==> config.mk <==
export PLATFORM = sky130hd
export DESIGN_NAME = ds_requantizer
export DESIGN_NICKNAME = d
export VERILOG_FILES = /design/src/rtl/ds_requantizer.sv
export SDC_FILE = /design/constraint.sdc
export NUM_CORES = 1
export LEC_CHECK = 0
export ABC_CLOCK_PERIOD_IN_PS = 7500
export BUFFER_PORTS_ARGS = -buffer_cell sky130_fd_sc_hd__buf_2
export CORE_ASPECT_RATIO = 1.1
export CORE_MARGIN = 1.5
export CORE_UTILIZATION = 60
export CTS_BUF_LIST = sky130_fd_sc_hd__clkbuf_8 sky130_fd_sc_hd__clkbuf_16
export CTS_CLUSTER_DIAMETER = 30
export CTS_CLUSTER_SIZE = 8
export DETAILED_ROUTE_END_ITERATION = 7
export PLACE_DENSITY = 0.92
export RECOVER_POWER = 100
export SLEW_MARGIN = 20
export SYNTH_ARGS = -nofsm -noshare
export SYNTH_HDL_FRONTEND = slang
export SYNTH_SLANG_ARGS = --single-unit
==> constraint.sdc <==
create_clock -name CLK -period 7.5 [get_ports CLK]
set_input_delay 1.5 -clock CLK [delete_from_list [all_inputs] [get_ports CLK]]
set_output_delay 1.5 -clock CLK [all_outputs]
set_load 0.02 [all_outputs]
==> src/rtl/ds_requantizer.sv <==
// Requantizer + error extraction for the delta-sigma error-feedback loop.
// Latency: one CLK; y/err/sat update on the accepting edge, valid pulses the following cycle.
// Backpressure: none; en is a strobe and full-rate back-to-back samples are accepted.
module ds_requantizer #(
    parameter int QBITS  = 4,
    parameter int WARMUP = 2
) (
    input  logic             CLK,
    input  logic             reset,
    input  logic             en,
    input  logic [15:0]      in,
    input  logic [15:0]      fb,
    input  logic             dither_on,
    input  logic             clr,
    output logic [QBITS-1:0] y,
    output logic [15:0]      err,
    output logic             valid,
    output logic             sat,
    output logic [7:0]       sat_count
);

    localparam int          EBITS  = 16 - QBITS;
    localparam logic [7:0]  WARM_N = 8'(WARMUP);
    localparam logic [15:0] SEED   = 16'hACE1;

    typedef enum logic [1:0] {
        ST_IDLE,
        ST_WARM,
        ST_RUN
    } state_t;

    state_t             state_q, state_d;
    logic [7:0]         warm_cnt_q, warm_cnt_d;
    logic [15:0]        lfsr_q, lfsr_d;
    logic [QBITS-1:0]   y_q, y_d;
    logic [15:0]        err_q, err_d;
    logic               valid_q, valid_d;
    logic               sat_q, sat_d;
    logic [7:0]         sat_count_q, sat_count_d;

    logic [16:0]        sum_v;
    logic [15:0]        vs;
    logic               sat_now;
    logic               lfsr_fb;
    logic [7:0]         warm_next;

    // 17-bit sum of two sign-extended samples plus dither never wraps.
    always_comb begin
        sum_v   = {in[15], in} + {fb[15], fb} + {16'b0, dither_on & lfsr_q[0]};
        sat_now = sum_v[16] ^ sum_v[15];
        if (sat_now) begin
            vs = sum_v[16] ? 16'h8000 : 16'h7FFF;
        end else begin
            vs = sum_v[15:0];
        end
    end

    // Taps 16,14,13,11 of the polynomial map to bits 0,2,3,5 of a right-shifting register.
    assign lfsr_fb   = lfsr_q[0] ^ lfsr_q[2] ^ lfsr_q[3] ^ lfsr_q[5];
    assign warm_next = warm_cnt_q + 8'd1;

    always_comb begin
        state_d     = state_q;
        warm_cnt_d  = warm_cnt_q;
        lfsr_d      = lfsr_q;
        y_d         = y_q;
        err_d       = err_q;
        sat_d       = sat_q;
        valid_d     = 1'b0;
        sat_count_d = sat_count_q;

        if (en) begin
            lfsr_d = {lfsr_fb, lfsr_q[15:1]};
            err_d  = {{QBITS{1'b0}}, vs[EBITS-1:0]};
            if (sat_now && (sat_count_q != 8'hFF)) begin
                sat_count_d = sat_count_q + 8'd1;
            end

            case (state_q)
                ST_IDLE: begin
                    warm_cnt_d = 8'd1;
                    state_d    = (WARM_N <= 8'd1) ? ST_RUN : ST_WARM;
                end
                ST_WARM: begin
                    warm_cnt_d = warm_next;
                    if (warm_next >= WARM_N) begin
                        state_d = ST_RUN;
                    end
                end
                ST_RUN: begin
                    y_d     = vs[15:EBITS];
                    sat_d   = sat_now;
                    valid_d = 1'b1;
                end
                default: begin
                    state_d = ST_IDLE;
                end
            endcase
        end

        if (clr) begin
            sat_count_d = 8'd0;
        end
    end

    always_ff @(posedge CLK or negedge reset) begin
        if (!reset) begin
            state_q     <= ST_IDLE;
            warm_cnt_q  <= 8'd0;
            lfsr_q      <= SEED;
            y_q         <= '0;
            err_q       <= 16'd0;
            valid_q     <= 1'b0;
            sat_q       <= 1'b0;
            sat_count_q <= 8'd0;
        end else begin
            state_q     <= state_d;
            warm_cnt_q  <= warm_cnt_d;
            lfsr_q      <= lfsr_d;
            y_q         <= y_d;
            err_q       <= err_d;
            valid_q     <= valid_d;
            sat_q       <= sat_d;
            sat_count_q <= sat_count_d;
        end
    end

    assign y         = y_q;
    assign err       = err_q;
    assign valid     = valid_q;
    assign sat       = sat_q;
    assign sat_count = sat_count_q;

endmodule

Word-level counts from Yosys, hierarchy flattened. Index checks and enable logic that the tools add are counted. W data, S select, Z words.

Register bits after elaboration: 52. Input port bits: 37. Output and inout port bits: 30. Logic and storage cells: 42.

Add/subtract/negate cells: 4. Order comparisons: 1. Equality and inequality tests: 4. Mux-type cells: 10. Bitwise gates (word level): 6. Reductions and logical operators: 9.

Operator list (number): $mux W16 (2); $mux W8 (3); $add A16 B16 Y17 (1); $add A17 B1 Y17 (1); $add A8 B1 Y8 const B (2); $pmux W8 S2 (1); $ge A8 B2 Y1 const B (1); $ne A8 B8 Y1 const B (1); $pmux W2 S3 (1); $reduce_and A2 Y1 (3); $reduce_bool A2 Y1 (3); $xor A1 B1 Y1 (4); $reduce_and A3 Y1 (1); $eq A2 B1 Y1 const B (1); $eq A2 B2 Y1 const B (1); $logic_not A2 Y1 (1); $mux W1 (2); $mux W2 (1); $ne A2 B2 Y1 const B (1); $and A1 B1 Y1 (1); $logic_and A1 B1 Y1 (1); $not A1 Y1 (1).

Longest topological paths before layout.
Depth in word-level cells: 7. Depth in mapped cells: 11. Depth with buffers taken out: 10.

Worst setup path before layout. Ideal clock, no wire load.

Kind: in2reg. Start point: input in[0]. End point: register sat_count_q[6] (netlist: sat_count[6]). Setup time: 0.127 ns. Data arrival time: 3.717 ns. Required time: 7.373 ns. Setup slack: 3.655 ns. Stages on the path: 10. Path buffers: 0. Cell sequence: inv_1 -> fa_1 -> fa_1 -> nand2b_1 -> a21oi_1 -> o21ai_0 -> a21o_1 -> a211oi_4 -> nand4_1 -> mux2_1.

Longest elaborated chain between the ends: 6.

Ends and longest elaborated chain: start: declaration (RTL line 11) `input logic [15:0] in,`; $add A16 B16 Y17 (RTL line 49) `sum_v = {in[15], in} + {fb[15], fb} + {16'b0, dither_on & lfsr_q[0]};`; $add A17 B1 Y17 (RTL line 49); $xor A1 B1 Y1 (RTL line 50) `sat_now = sum_v[16] ^ sum_v[15];`; $logic_and A1 B1 Y1 (RTL line 75) `if (sat_now && (sat_count_q != 8'hFF)) begin`; $reduce_bool A2 Y1 (no line); $reduce_and A2 Y1 (no line); end signal: assignment (RTL line 124) `sat_count_q <= sat_count_d;`; end: declaration (RTL line 39) `logic [7:0] sat_count_q, sat_count_d;`.

Every way passes these cells. A chain may end at the register's enable or synchronous reset.

Final worst setup path.
Start point: input en. End point: register sat_count_q[5] (netlist: sat_count[5]).

Longest elaborated chain between the ends: 2.

Ends and longest elaborated chain: start: declaration (RTL line 10) `input logic en,`; $reduce_bool A2 Y1 (no line); $reduce_and A2 Y1 (no line).

Every way passes these cells.

==> summary.md <==
| Metric | Value |
|---|---|
| Hpwl dp | 5.21 mm |
| Area after DPL | 3750 µm² |
| Clock Skews | 0.00586 ns |
| Post-CTS Setup Inserts | 0 |
| Placer Congestion | 0.843 |
| Filler cells | 443 |
| Post-synth top cells | dfrtp_1 (44), a21oi_1 (42), nor2_1 (38), ha_1 (18), nand2_1 (16) |
| Pwr Total | 1090 µW |
| Row Count | 28 |
| H-tree depth | 2 |
| Yosys cell types | 69 |
| Post-CTS Hold Fix Bufs | 0 |
| First-pass GRT wire length | 11.4 mm |
| Simple-gate share of the synthesized area | 16.0% |
| Delay of the slowest critical-path stage | 1.34 ns |
| Synth Area in Adders | 7.73% |
| Max_cap viols | 2 |
| Total Wirelength | 6.89 mm |
| Die area | 6180 µm² |
| Clock share of power | 19.0% |
| Worst endpoint required time | 7.69 ns |
| Number of global-route vias before repair | 2654 |
| Crit-path most repeated cell | inv_1 |
| Fraction of layout cells with a size suffix above 1 | 20.2% |
| Post-synthesis mux area share | 7.11% |
| XOR/XNOR share of the synthesized area | 3.57% |
| Leakage power total | 0.00169 µW |
| Main synth FF type | dfrtp_1 |
| Fmax | 0.204 GHz |
| Drt via density | 5.78 |
| Clock Path Buffers | 2 |
| Gr ovfl total | 0 |
| Core Area | 5470 µm² |
| Worst-path fanout max | 45 |
| Hold Crit Class | reg2reg |
| Most instantiated library cell after synthesis | dfrtp_1 |
| Mapped Cells | 360 |
| CP Cell Sequence | clkbuf_1, inv_1, a31oi_1, inv_1, a211oi_1, nand4_1, mux2_1 |
| Critical Path Sink Type | register |
| Post-synth top area share | 32.1% |
| Main area contributors after synthesis | dfrtp_1 (32%), ha_1 (6.6%), a21oi_1 (6.1%), dfstp_2 (6.1%), mux2_2 (4.9%) |
| Worst skew pair latency | 0.31 ns |
| Diodes inserted | 0 |
| Initial antenna violation count | 0 |
| RSZ-0062 raised after global routing | no |
| Worst setup path class | in2reg |
| DRC Markers | 0 |
| Top delay family on crit path | buffers and inverters |
| Internal | 691 µW |
| Worst VDD drop | 104 µV |
| Io pins | 67 |
| Sw frac | 36.4% |
| Num CTS Buffers | 5 |
| Pwr/cell area | 285 nW/µm² |
| DRT antenna net count | 0 |
| Comb power frac | 36.5% |
| Clock Root Buffer | clkbuf_8 |
| Flop pwr share | 44.5% |
| Compound-cell area share of the yosys netlist | 22.5% |
| Yosys top cell by area | dfrtp_1 |
| Starting Density | 62.8% |
| Port buffer count | 62 |
| Clock sinks | 52 |
| Worst-margin pin slew | 2.66 ns |
| Post-synth EDFFs | 0 |
| Vert. Die Dim | 82.3 µm |
| Final setup fails | 0 |
| Max_slew headroom | -77.2% |
| CTS tree | done |
| Fin area | 3810 µm² |
| Status | finished with violations |
| Via count | 2839 |
| Nets | 472 |
| Syn_area_per_cell | 9.53 µm² |
| Wire length per cell | 14.0 µm |
| Syn-to-layout area delta | 11.0% |
| Synth Register Bits | 52 |
| First-pass detailed-route iteration total | 4 |
| Largest net degree at the start of global routing | 53 |
| Die Width | 75.1 µm |
| DR iter-0 viols | 220 |
| Final TNS setup | 0 ns |
| Reg clk slew, reported paths | 0.09 ns |
| Register area | 1310 µm² |
| CTS resizes | 0 |
| Largest family of logic cells by synthesized area | compound AO/OA/AOI/OAI gates |
| Violations in the final reports | capacitance limit, slew limit |
| Critical path buffers and inverters | 3 |
| Startpoint Class | input pin |
| Crit path DAT | 5.09 ns |
| Final Hold Vio Count | 0 |
| Max-slew violations | 99 |
| Total track usage | 23.8% |
| Crit-path slowest cell | clkbuf_1 |
| Register area share after synthesis | 38.2% |
| Async SR Flop Fraction | 100% |
| Multi-input gate area | 1940 µm² |
| Ys Warns | 0 |
| Time the worst path needs with I/O delays and setup | 4.90 ns |
| Psw | 396 µW |
| Period utilisation layout | 65.4% |
| Post-synthesis cell area | 3430 µm² |
-- power by group through the flow --
stage          clock [µW]  sequential, µW  combinational (µW)
4_1_cts               209             482                 412
2_1_floorplan           0             495                 291
3_5_place_dp            0             488                 408
5_1_grt               221             499                 441
3_3_place_gp            0             481                 389
6_report              206             483                 397
-- worst paths after layout --
| path | start | end | slack, ns | cells past startpoint |
|---|---|---|---|---|
| min | lfsr_q[15] | lfsr_q[15] | 0.50 | 2 |
| max reg2reg | lfsr_q[0] | sat_count[5] | 3.52 | 10 |
| min in group asynchronous | reset | err[2] | 2.11 | 2 |
| min reg2reg | lfsr_q[15] | lfsr_q[15] | 0.50 | 2 |
| max | en | sat_count[5] | 2.60 | 7 |
| max in group asynchronous | reset | y[1] | 3.88 | 2 |
-- worst reg2reg max path, stage by stage, from the launching register on --
cell and delay (ns):
dfstp_2 0.56, nand2_1 0.07, fa_1 0.40, fa_1 0.39, nand2b_1 0.21, a21oi_1 0.23
o21ai_0 0.13, a21o_1 0.21, a211oi_1 1.08, nand4_1 0.20, mux2_1 0.38
-- layout by cell type, fill, tap and decap left out, types with 11 or more instances in the layout --
cell type / netlist / final
clkbuf_1: 7 / 28
inv_1: 15 / 15
buf_2: 3 / 35
nand2_1: 16 / 16
nand2b_1: 11 / 11
a21oi_1: 42 / 43
o21ai_0: 11 / 12
nor2_1: 38 / 38
dfrtp_1: 44 / 44
mux2_2: 15 / 15
ha_1: 18 / 18
-- per-stage QoR --
stage | utilization, % | std cells | hold slack (ns) | setup WS (ns)
after floorplan | - | 363 | 0.465 | 3.66
after global routing | 69.7 | 491 | 0.533 | 2.23
after global placement | 68.6 | 483 | 0.478 | 3.18
final | 69.7 | 491 | 0.496 | 2.60
after CTS | 70.9 | 491 | 0.499 | 3.39
after detailed placement | 68.6 | 483 | 0.485 | 3.07
-- area by class of cell --
cell class	count	area share (%)
Clock buffer	7	2.53
Clock inverter	1	0.788
Inverter	15	1.48
Multi-Input combinational cell	278	51.0
Sequential cell	52	34.4
Tap cell	75	2.46
Timing Repair Buffer	63	7.36
-- routing by layer --
layer | GRT usage [%] | up-vias | wire [µm]
met5 | 0 | - | 0
met4 | 6.73 | 0 | 59
met3 | 3.16 | 6 | 238
met2 | 43.2 | 65 | 3650
met1 | 29.4 | 1378 | 2930
li1 | - | 1390 | -
-- flip-flops by register name, summed over array words and instances, names as in the netlist --
register,count
lfsr_q,16
err,12
sat_count,8
warm_cnt_q,8
y,4
state_q,2
sat,1
valid,1
-- cell families after synthesis --
family	after synthesis
AO/OA/AOI/OAI	111
XOR/XNOR	14
adder cells (fa/ha/maj)	20
buffers and inverters	33
flip-flops	52
multiplexers	21
other	1
AND/OR/NAND/NOR	108
No activity file was read; power rests on OpenSTA's default activity.
